`src/rtl/wbi_pkg.sv`:
```
// rtl/wbi_pkg.sv - shared types for the wishbone interconnect slave port
// Response field order here matches the packed FIFO word in wbi_slave_port.
package wbi_pkg;

  localparam int TID_W  = 4;
  localparam int RES_DW = 32;

  typedef enum logic [1:0] {
    RT_NONE,
    RT_LOCAL,
    RT_FWD
  } route_e;

  typedef enum logic [1:0] {
    ST_IDLE,
    ST_RD,
    ST_WR,
    ST_DONE
  } state_e;

  typedef struct packed {
    logic [RES_DW-1:0] dat;
    logic              ack;
    logic              lack;
    logic              err;
    logic [TID_W-1:0]  tid;
  } res_t;

endpackage

```
`src/rtl/wbi_res_fifo.sv`:
```
// rtl/wbi_res_fifo.sv - synchronous valid/ready response FIFO
// A push while full is taken only when the head is popped in the same cycle.
module wbi_res_fifo #(
  parameter int W     = 39,
  parameter int DEPTH = 2
) (
  input  logic         clk,
  input  logic         rst_n,
  input  logic         wr_valid_i,
  input  logic [W-1:0] wr_data_i,
  output logic         full_o,
  output logic         rd_valid_o,
  input  logic         rd_ready_i,
  output logic [W-1:0] rd_data_o
);

  localparam int PW = (DEPTH > 1) ? $clog2(DEPTH) : 1;

  logic [W-1:0]  mem_q [DEPTH];
  logic [PW-1:0] wptr_q, rptr_q;
  logic [PW:0]   count_q;
  logic          push, pop;

  assign full_o     = (count_q == (PW+1)'(DEPTH));
  assign rd_valid_o = (count_q != '0);
  assign rd_data_o  = mem_q[rptr_q];
  assign pop        = rd_valid_o & rd_ready_i;
  assign push       = wr_valid_i & (~full_o | pop);

  always_ff @(posedge clk) begin
    if (push) mem_q[wptr_q] <= wr_data_i;
  end

  always_ff @(posedge clk or negedge rst_n) begin
    if (!rst_n) begin
      wptr_q  <= '0;
      rptr_q  <= '0;
      count_q <= '0;
    end else begin
      if (push) wptr_q <= wptr_q + 1'b1;
      if (pop)  rptr_q <= rptr_q + 1'b1;
      count_q <= count_q + {{PW{1'b0}}, push} - {{PW{1'b0}}, pop};
    end
  end

endmodule

```
`src/rtl/wbi_slave_port.sv`:
```
// rtl/wbi_slave_port.sv - daisy-chain slave node: decode, local wishbone FSM, response merge
// Hits run on the local bus; misses pass straight through to the downstream node.
module wbi_slave_port
  import wbi_pkg::*;
#(
  parameter int          AW   = 32,
  parameter int          DW   = 32,
  parameter int          BW   = 4,
  parameter int          BL   = 10,
  parameter logic [AW-1:0] BASE = 32'h0000_0000,
  parameter logic [AW-1:0] MASK = 32'hF000_0000,
  parameter int          RDP  = 2
) (
  input  logic          mclk,
  input  logic          reset_n,
  input  logic          wbp_cmd_wval_i,
  output logic          wbp_cmd_wrdy_o,
  input  logic [AW-1:0] wbp_cmd_adr_i,
  input  logic          wbp_cmd_we_i,
  input  logic [DW-1:0] wbp_cmd_dat_i,
  input  logic [BW-1:0] wbp_cmd_sel_i,
  input  logic [3:0]    wbp_cmd_tid_i,
  input  logic [BL-1:0] wbp_cmd_bl_i,
  output logic          wbp_res_rval_o,
  input  logic          wbp_res_rrdy_i,
  output logic [DW-1:0] wbp_res_dat_o,
  output logic          wbp_res_ack_o,
  output logic          wbp_res_lack_o,
  output logic          wbp_res_err_o,
  output logic [3:0]    wbp_res_tid_o,
  output logic          wbd_cmd_wval_o,
  input  logic          wbd_cmd_wrdy_i,
  output logic [AW-1:0] wbd_cmd_adr_o,
  output logic          wbd_cmd_we_o,
  output logic [DW-1:0] wbd_cmd_dat_o,
  output logic [BW-1:0] wbd_cmd_sel_o,
  output logic [3:0]    wbd_cmd_tid_o,
  output logic [BL-1:0] wbd_cmd_bl_o,
  input  logic          wbd_res_rval_i,
  output logic          wbd_res_rrdy_o,
  input  logic [DW-1:0] wbd_res_dat_i,
  input  logic          wbd_res_ack_i,
  input  logic          wbd_res_lack_i,
  input  logic          wbd_res_err_i,
  input  logic [3:0]    wbd_res_tid_i,
  output logic          wbs_cyc_o,
  output logic          wbs_stb_o,
  output logic          wbs_we_o,
  output logic [AW-1:0] wbs_adr_o,
  output logic [DW-1:0] wbs_dat_o,
  output logic [BW-1:0] wbs_sel_o,
  output logic [BL-1:0] wbs_bl_o,
  output logic          wbs_bry_o,
  input  logic [DW-1:0] wbs_dat_i,
  input  logic          wbs_ack_i,
  input  logic          wbs_lack_i,
  input  logic          wbs_err_i
);

  localparam int RW = DW + 3 + TID_W;

  route_e        route_q, route_cur;
  state_e        state_q;
  logic          cyc_q, stb_q, we_q, err_q, grant_q;
  logic [AW-1:0] adr_q;
  logic [DW-1:0] dat_q;
  logic [BW-1:0] sel_q;
  logic [BL-1:0] bl_q, beat_cnt_q, fwd_cnt_q, eff_bl;
  logic [3:0]    tid_q;

  logic          hit, fwd, local_rdy, cmd_fire, loc_fire, fwd_fire;
  logic          last_beat, ack_v, rd_lack;
  logic          fifo_wr_valid, fifo_full, fifo_rd_valid, fifo_rd_ready;
  logic [RW-1:0] fifo_wr_data, fifo_rd_data;
  logic          sel_d;

  assign hit       = ((wbp_cmd_adr_i & MASK) == BASE);
  assign eff_bl    = (wbp_cmd_bl_i == '0) ? BL'(1) : wbp_cmd_bl_i;
  assign route_cur = (route_q == RT_NONE) ? (hit ? RT_LOCAL : RT_FWD) : route_q;
  assign fwd       = (route_cur == RT_FWD);

  assign wbd_cmd_wval_o = wbp_cmd_wval_i & fwd;
  assign wbd_cmd_adr_o  = wbp_cmd_adr_i;
  assign wbd_cmd_we_o   = wbp_cmd_we_i;
  assign wbd_cmd_dat_o  = wbp_cmd_dat_i;
  assign wbd_cmd_sel_o  = wbp_cmd_sel_i;
  assign wbd_cmd_tid_o  = wbp_cmd_tid_i;
  assign wbd_cmd_bl_o   = wbp_cmd_bl_i;

  assign last_beat = (beat_cnt_q == BL'(1));
  assign rd_lack   = last_beat | wbs_lack_i | wbs_err_i;

  always_comb begin
    wbs_bry_o = 1'b0;
    local_rdy = 1'b0;
    case (state_q)
      ST_IDLE: local_rdy = 1'b1;
      ST_RD:   wbs_bry_o = ~fifo_full;
      ST_WR:   wbs_bry_o = stb_q & (last_beat ? ~fifo_full : 1'b1);
      default: ;
    endcase
    ack_v = wbs_ack_i & wbs_bry_o & stb_q;
    // A mid-burst write ack frees the data register, so the next beat loads without a bubble.
    if (state_q == ST_WR) local_rdy = ~stb_q | (ack_v & ~last_beat);
  end

  assign wbp_cmd_wrdy_o = wbp_cmd_wval_i & (fwd ? wbd_cmd_wrdy_i : local_rdy);
  assign cmd_fire       = wbp_cmd_wval_i & wbp_cmd_wrdy_o;
  assign loc_fire       = cmd_fire & ~fwd;
  assign fwd_fire       = cmd_fire & fwd;

  assign fifo_wr_valid = ack_v & ((state_q == ST_RD) | last_beat);
  assign fifo_wr_data  = (state_q == ST_RD)
                       ? {wbs_dat_i, 1'b1, rd_lack, wbs_err_i, tid_q}
                       : {{DW{1'b0}}, 1'b1, 1'b1, err_q | wbs_err_i, tid_q};

  always_ff @(posedge mclk or negedge reset_n) begin
    if (!reset_n) begin
      state_q    <= ST_IDLE;
      route_q    <= RT_NONE;
      cyc_q      <= 1'b0;
      stb_q      <= 1'b0;
      we_q       <= 1'b0;
      err_q      <= 1'b0;
      adr_q      <= '0;
      dat_q      <= '0;
      sel_q      <= '0;
      bl_q       <= '0;
      tid_q      <= '0;
      beat_cnt_q <= '0;
      fwd_cnt_q  <= '0;
    end else begin
      case (state_q)
        ST_IDLE: if (loc_fire) begin
          adr_q      <= wbp_cmd_adr_i;
          dat_q      <= wbp_cmd_dat_i;
          sel_q      <= wbp_cmd_sel_i;
          tid_q      <= wbp_cmd_tid_i;
          bl_q       <= wbp_cmd_bl_i;
          we_q       <= wbp_cmd_we_i;
          beat_cnt_q <= eff_bl;
          err_q      <= 1'b0;
          cyc_q      <= 1'b1;
          stb_q      <= 1'b1;
          route_q    <= RT_LOCAL;
          state_q    <= wbp_cmd_we_i ? ST_WR : ST_RD;
        end
        ST_RD: if (ack_v) begin
          beat_cnt_q <= beat_cnt_q - 1'b1;
          if (rd_lack) begin
            cyc_q   <= 1'b0;
            stb_q   <= 1'b0;
            state_q <= ST_DONE;
          end
        end
        ST_WR: begin
          if (ack_v) begin
            beat_cnt_q <= beat_cnt_q - 1'b1;
            err_q      <= err_q | wbs_err_i;
            if (last_beat) begin
              cyc_q   <= 1'b0;
              stb_q   <= 1'b0;
              state_q <= ST_DONE;
            end else if (!loc_fire) begin
              stb_q <= 1'b0;
            end
          end
          if (loc_fire) begin
            adr_q <= wbp_cmd_adr_i;
            dat_q <= wbp_cmd_dat_i;
            sel_q <= wbp_cmd_sel_i;
            stb_q <= 1'b1;
          end
        end
        default: begin
          state_q <= ST_IDLE;
          route_q <= RT_NONE;
        end
      endcase
      // Forwarded write bursts hold the route until every beat has gone downstream.
      if (fwd_fire) begin
        if (route_q == RT_NONE) begin
          if (wbp_cmd_we_i && (eff_bl > BL'(1))) begin
            route_q   <= RT_FWD;
            fwd_cnt_q <= eff_bl - 1'b1;
          end
        end else begin
          fwd_cnt_q <= fwd_cnt_q - 1'b1;
          if (fwd_cnt_q == BL'(1)) route_q <= RT_NONE;
        end
      end
    end
  end

  assign wbs_cyc_o = cyc_q;
  assign wbs_stb_o = stb_q;
  assign wbs_we_o  = we_q;
  assign wbs_adr_o = adr_q;
  assign wbs_dat_o = dat_q;
  assign wbs_sel_o = sel_q;
  assign wbs_bl_o  = bl_q;

  wbi_res_fifo #(.W(RW), .DEPTH(RDP)) u_res_fifo (
    .clk        (mclk),
    .rst_n      (reset_n),
    .wr_valid_i (fifo_wr_valid),
    .wr_data_i  (fifo_wr_data),
    .full_o     (fifo_full),
    .rd_valid_o (fifo_rd_valid),
    .rd_ready_i (fifo_rd_ready),
    .rd_data_o  (fifo_rd_data)
  );

  // grant_q: 0 favours the local FIFO, 1 the downstream chain, when both are valid.
  assign sel_d          = wbd_res_rval_i & (~fifo_rd_valid | grant_q);
  assign wbp_res_rval_o = fifo_rd_valid | wbd_res_rval_i;
  assign fifo_rd_ready  = wbp_res_rrdy_i & fifo_rd_valid & ~sel_d;
  assign wbd_res_rrdy_o = wbp_res_rrdy_i & sel_d;

  always_comb begin
    {wbp_res_dat_o, wbp_res_ack_o, wbp_res_lack_o, wbp_res_err_o, wbp_res_tid_o} = '0;
    if (sel_d)
      {wbp_res_dat_o, wbp_res_ack_o, wbp_res_lack_o, wbp_res_err_o, wbp_res_tid_o} =
        {wbd_res_dat_i, wbd_res_ack_i, wbd_res_lack_i, wbd_res_err_i, wbd_res_tid_i};
    else if (fifo_rd_valid)
      {wbp_res_dat_o, wbp_res_ack_o, wbp_res_lack_o, wbp_res_err_o, wbp_res_tid_o} = fifo_rd_data;
  end

  always_ff @(posedge mclk or negedge reset_n) begin
    if (!reset_n)            grant_q <= 1'b0;
    else if (wbp_res_rval_o) grant_q <= wbp_res_rrdy_i ? ~sel_d : sel_d;
  end

endmodule

```
`config.mk`:
```
export PLATFORM = sky130hd
export DESIGN_NAME = wbi_slave_port
export DESIGN_NICKNAME = d
export VERILOG_FILES = /design/src/rtl/wbi_pkg.sv /design/src/rtl/wbi_res_fifo.sv /design/src/rtl/wbi_slave_port.sv
export SDC_FILE = /design/constraint.sdc
export NUM_CORES = 1
export LEC_CHECK = 0
export ABC_AREA = 1
export BUFFER_PORTS_ARGS = -buffer_cell sky130_fd_sc_hd__buf_2
export CAP_MARGIN = 20
export CELL_PAD_IN_SITES_DETAIL_PLACEMENT = 1
export CELL_PAD_IN_SITES_GLOBAL_PLACEMENT = 2
export CORE_MARGIN = 2
export CORE_UTILIZATION = 30
export DETAILED_ROUTE_END_ITERATION = 10
export PLACE_DENSITY = 0.86
export SYNTH_ARGS = -nofsm -noshare
export SYNTH_HDL_FRONTEND = slang
export SYNTH_SLANG_ARGS = --single-unit
export TNS_END_PERCENT = 5
```
`constraint.sdc`:
```
create_clock -name mclk -period 9.99 [get_ports mclk]
set_input_delay 0.4995 -clock mclk [delete_from_list [all_inputs] [get_ports mclk]]
set_output_delay 0.4995 -clock mclk [all_outputs]
set_load 0.05 [all_outputs]
```
==> impl_metrics.py <==
metrics = {
    "place": {
        "pre_cts_slack_ns": 6.48,
        "post_dp_cell_area_sq_um": 11100,
        "globalplace.congestion": 0.796,
        "port-buffer-count": 370,
        "detailed_place_hpwl_microns": 21600,
    },
    "floorplanning": {
        "initial_core_util": 0.306,
        "core_region_area_sq_um": 30800,
        "io_pins": 371,
        "die_y_microns": 181,
        "die_x_microns": 181,
        "rows": 64,
        "die_outline_area_sq_um": 32900,
    },
    "layout": {
        "finish.net_count": 1502,
        "areaGrowthSynthToFinish_pct": 23.7,
        "postLayoutCellArea_sq_um": 11700,
        "drive_gt1_frac": 0.323,
    },
    "timing": {
        "final.setup.worst_slack_ns": 6.31,
        "finClkSkew_ns": 0.0145,
        "slew_violations": 0,
        "final_total_negative_setup_slack_ns": 0,
        "timing.final.crit_share": 0.368,
        "report.final.setup_viol": 0,
        "grt_setup_unrepaired": "no",
        "worst_slew_margin_rel": 0.356,
        "finalHoldViolCount": 0,
        "worst_slew_pin_slew_ns": 0.966,
        "finalWorstPathRequiredPeriod_ns": 3.68,
        "timing.fmax_mhz": 272,
    },
    "yosys": {
        "synth_commonest_cells": "nand2_1 (372), dfrtp_1 (115), buf_4 (87), inv_1 (86), edfxtp_1 (76)",
        "synth-edff-count": 76,
        "synthMostInstantiatedCell": "nand2_1",
        "synth_top_cell_area_share": 0.305,
        "ys_types": 39,
        "dominant_cells_by_area_after_synthesis": "dfrtp_1 (30%), edfxtp_1 (24%), nand2_1 (15%)",
        "netlist_area_sq_um": 9450,
        "ys_warn_count": 0,
        "ys.flop_type": "dfrtp_1",
        "synth_sequential_area_ratio": 0.546,
        "syn-instance-count": 1054,
        "syn_avg_cell_area_sq_um": 8.96,
        "postSynthRegisterBits": 191,
        "synth_async_sr_flop_share": 0.602,
        "netlist.top_cell.by_area": "dfrtp_1",
        "synthesis.nets": 1230,
    },
    "setup_path": {
        "cp_endpoint_kind": "output port",
        "worst-endpoint-arrival_ns": 3.18,
        "timing.setup.critical_path_class": "register to output port",
        "required_ns": 9.49,
        "critical_path_start_type": "register",
        "crit_fanout": 75,
    },
    "clock_network": {
        "cts.clk_slew.worst_paths_ns": 0.08,
        "cts_buffer_depth": 2,
        "cts_root_buf": "clkbuf_16",
        "clock_insertion_delay_worst_skew_ns": 0.43,
        "post_cts_resize_count": 0,
        "cts.sinks": 191,
        "post_cts.repair.setup_buffers": 0,
        "post_cts_hold_buffer_count": 0,
        "tritoncts.num_buffers": 17,
        "tritoncts": "yes",
        "cts_htree_levels": 4,
    },
    "drt": {
        "totalWireLength_microns": 28800,
        "via_per_inst": 4.52,
        "routedWlPerCell_microns": 16.6,
        "drc": 0,
        "detailedRoute.firstPassIterationCount": 4,
        "route.antenna.remaining_nets": 0,
        "dr_total_vias": 7847,
        "drt_first_iter_violations": 364,
    },
    "global_routing": {
        "grt_util_met3": 0.0319,
        "grt_pass1_wl_microns": 44800,
        "global_route.usage.total": 0.173,
        "grt-ovfl-total": 0,
        "globalRoute.busiestLayer": "met2",
        "grt.met1_usage": 0.229,
        "grt_max_degree": 76,
        "grt_antenna_before_repair": 3,
        "grt_pass1_vias": 8049,
        "grt_use_met2": 0.295,
    },
    "min_path": {
        "worst_hold_path_type": "input port to asynchronous set/reset pin",
    },
    "run": {
        "timing.max_cap.violations": 0,
    },
    "pwr": {
        "power.static_leakage_nw": 6.14,
        "power.total_mw": 4.16,
        "max-vdd-ir-drop_v": 0.000184,
        "power.density_cell_area_nw_per_um2": 356,
    },
    "outcome": {
        "run_status": "complete, no violations",
    },
}
-- critical path, stage by stage (launching register included) --
cell     delay, ns
dfrtp_1       0.41
inv_1         0.08
ha_1          0.67
inv_1         0.28
a21oi_2       0.24
nand4_1       0.12
nand2_1       0.09
nand2_2       0.06
buf_4         0.37
nand2_1       0.14
buf_2         0.27
-- logic make-up (layout without fill, tap and decap cells) --
group,count (synthesis),in the layout,share of synthesized area
AND/OR/NAND/NOR,464,464,0.196
AO/OA/AOI/OAI,125,125,0.0695
flip-flops,191,191,0.546
multiplexers,39,39,0.0414
buffers and inverters,216,501,0.124
XOR/XNOR,6,6,0.00556
other,0,2,0
adder cells (fa/ha/maj),13,13,0.0172
-- sequential cells by signal, indices dropped and copies added (netlist names), 2 cells and up --
| name | cells |
|---|---|
| u_res_fifo.mem_q | 76 |
| route_q | 2 |
| beat_cnt_q | 10 |
| wbs_sel_o | 4 |
| wbs_adr_o | 32 |
| wbs_dat_o | 32 |
| fwd_cnt_q | 10 |
| tid_q | 4 |
| state_q | 2 |
| u_res_fifo.count_q | 2 |
| wbs_bl_o | 10 |
-- metrics by stage --
| step | cells | hold slack (ns) | util |
|---|---|---|---|
| global placement | 1701 | 0.457 | 0.358 |
| global route | 1737 | 0.113 | 0.379 |
| detailed placement | 1703 | 0.459 | 0.359 |
| floorplan | 1054 | 0.204 | - |
| CTS | 1735 | 0.0902 | 0.379 |
| finish | 1737 | 0.0740 | 0.379 |
-- layer usage --
layer  vias to the layer above  share of wire
li1                       3853              -
met1                      3793           0.46
met2                       181           0.49
met3                        18          0.039
met4                         2         0.0081
met5                         -        0.00031
-- worst paths after layout --
| kind | end | slack (ns) | cells past startpoint | start |
|---|---|---|---|---|
| max | wbp_cmd_wrdy_o | 6.31 | 10 | state_q[0]$_DFFE_PN0P_ |
| min | wbs_dat_o[6]$_DFFE_PN0P_ | 0.07 | 1 | reset_n |
| max reg2reg | wbs_bl_o[5]$_DFFE_PN0P_ | 6.49 | 12 | state_q[0]$_DFFE_PN0P_ |
| min reg2reg | wbs_dat_o[27]$_DFFE_PN0P_ | 0.48 | 2 | wbs_dat_o[27]$_DFFE_PN0P_ |
| max in group asynchronous | u_res_fifo.rptr_q$_DFFE_PN0P_ | 8.41 | 2 | reset_n |
| min in group mclk | wbs_dat_o[19]$_DFFE_PN0P_ | 0.27 | 3 | wbp_cmd_dat_i[19] |
-- where the power goes --
part | total [mW] | switching, mW | internal (mW)
Clock | 0.709 | 0.346 | 0.363
Combinational | 2.23 | 1.71 | 0.521
Sequential | 1.22 | 0.152 | 1.07
-- layout by cell type (no fill, tap or decap), types with 3 or more instances in the layout --
cell type  Yosys  routed
xor2_1         3       3
o22ai_1        4       4
o21ai_0       74      74
nor2_4         2       4
inv_6          0       5
xnor2_1        3       3
inv_1         86      86
dfrtp_1      115     114
inv_2          4       4
clkinv_8       0       3
buf_2         19     369
nor3_1         4       4
mux2i_1       38      38
nand4_1        5       5
a21oi_1       21      21
inv_8          0       4
clkbuf_16      0      17
nand2_1      372     372
ha_1          13      13
edfxtp_1      76      76
nor2_1        43      40
nand3_1       26      26
o21ai_1       16      16
nand2_2        3       3
buf_4         87       7
a21oi_2        3       3
-- cell type report --
class	count	area [sq um]
Multi-Input combinational cell	647	3140
Timing Repair Buffer	378	1940
Fill cell	3733	19100
Sequential cell	191	5160
Clock inverter	15	185
Inverter	91	342
Clock buffer	17	425
Tap cell	396	495
Antenna cell	2	5.00
Power figures use the tool's default switching activity.
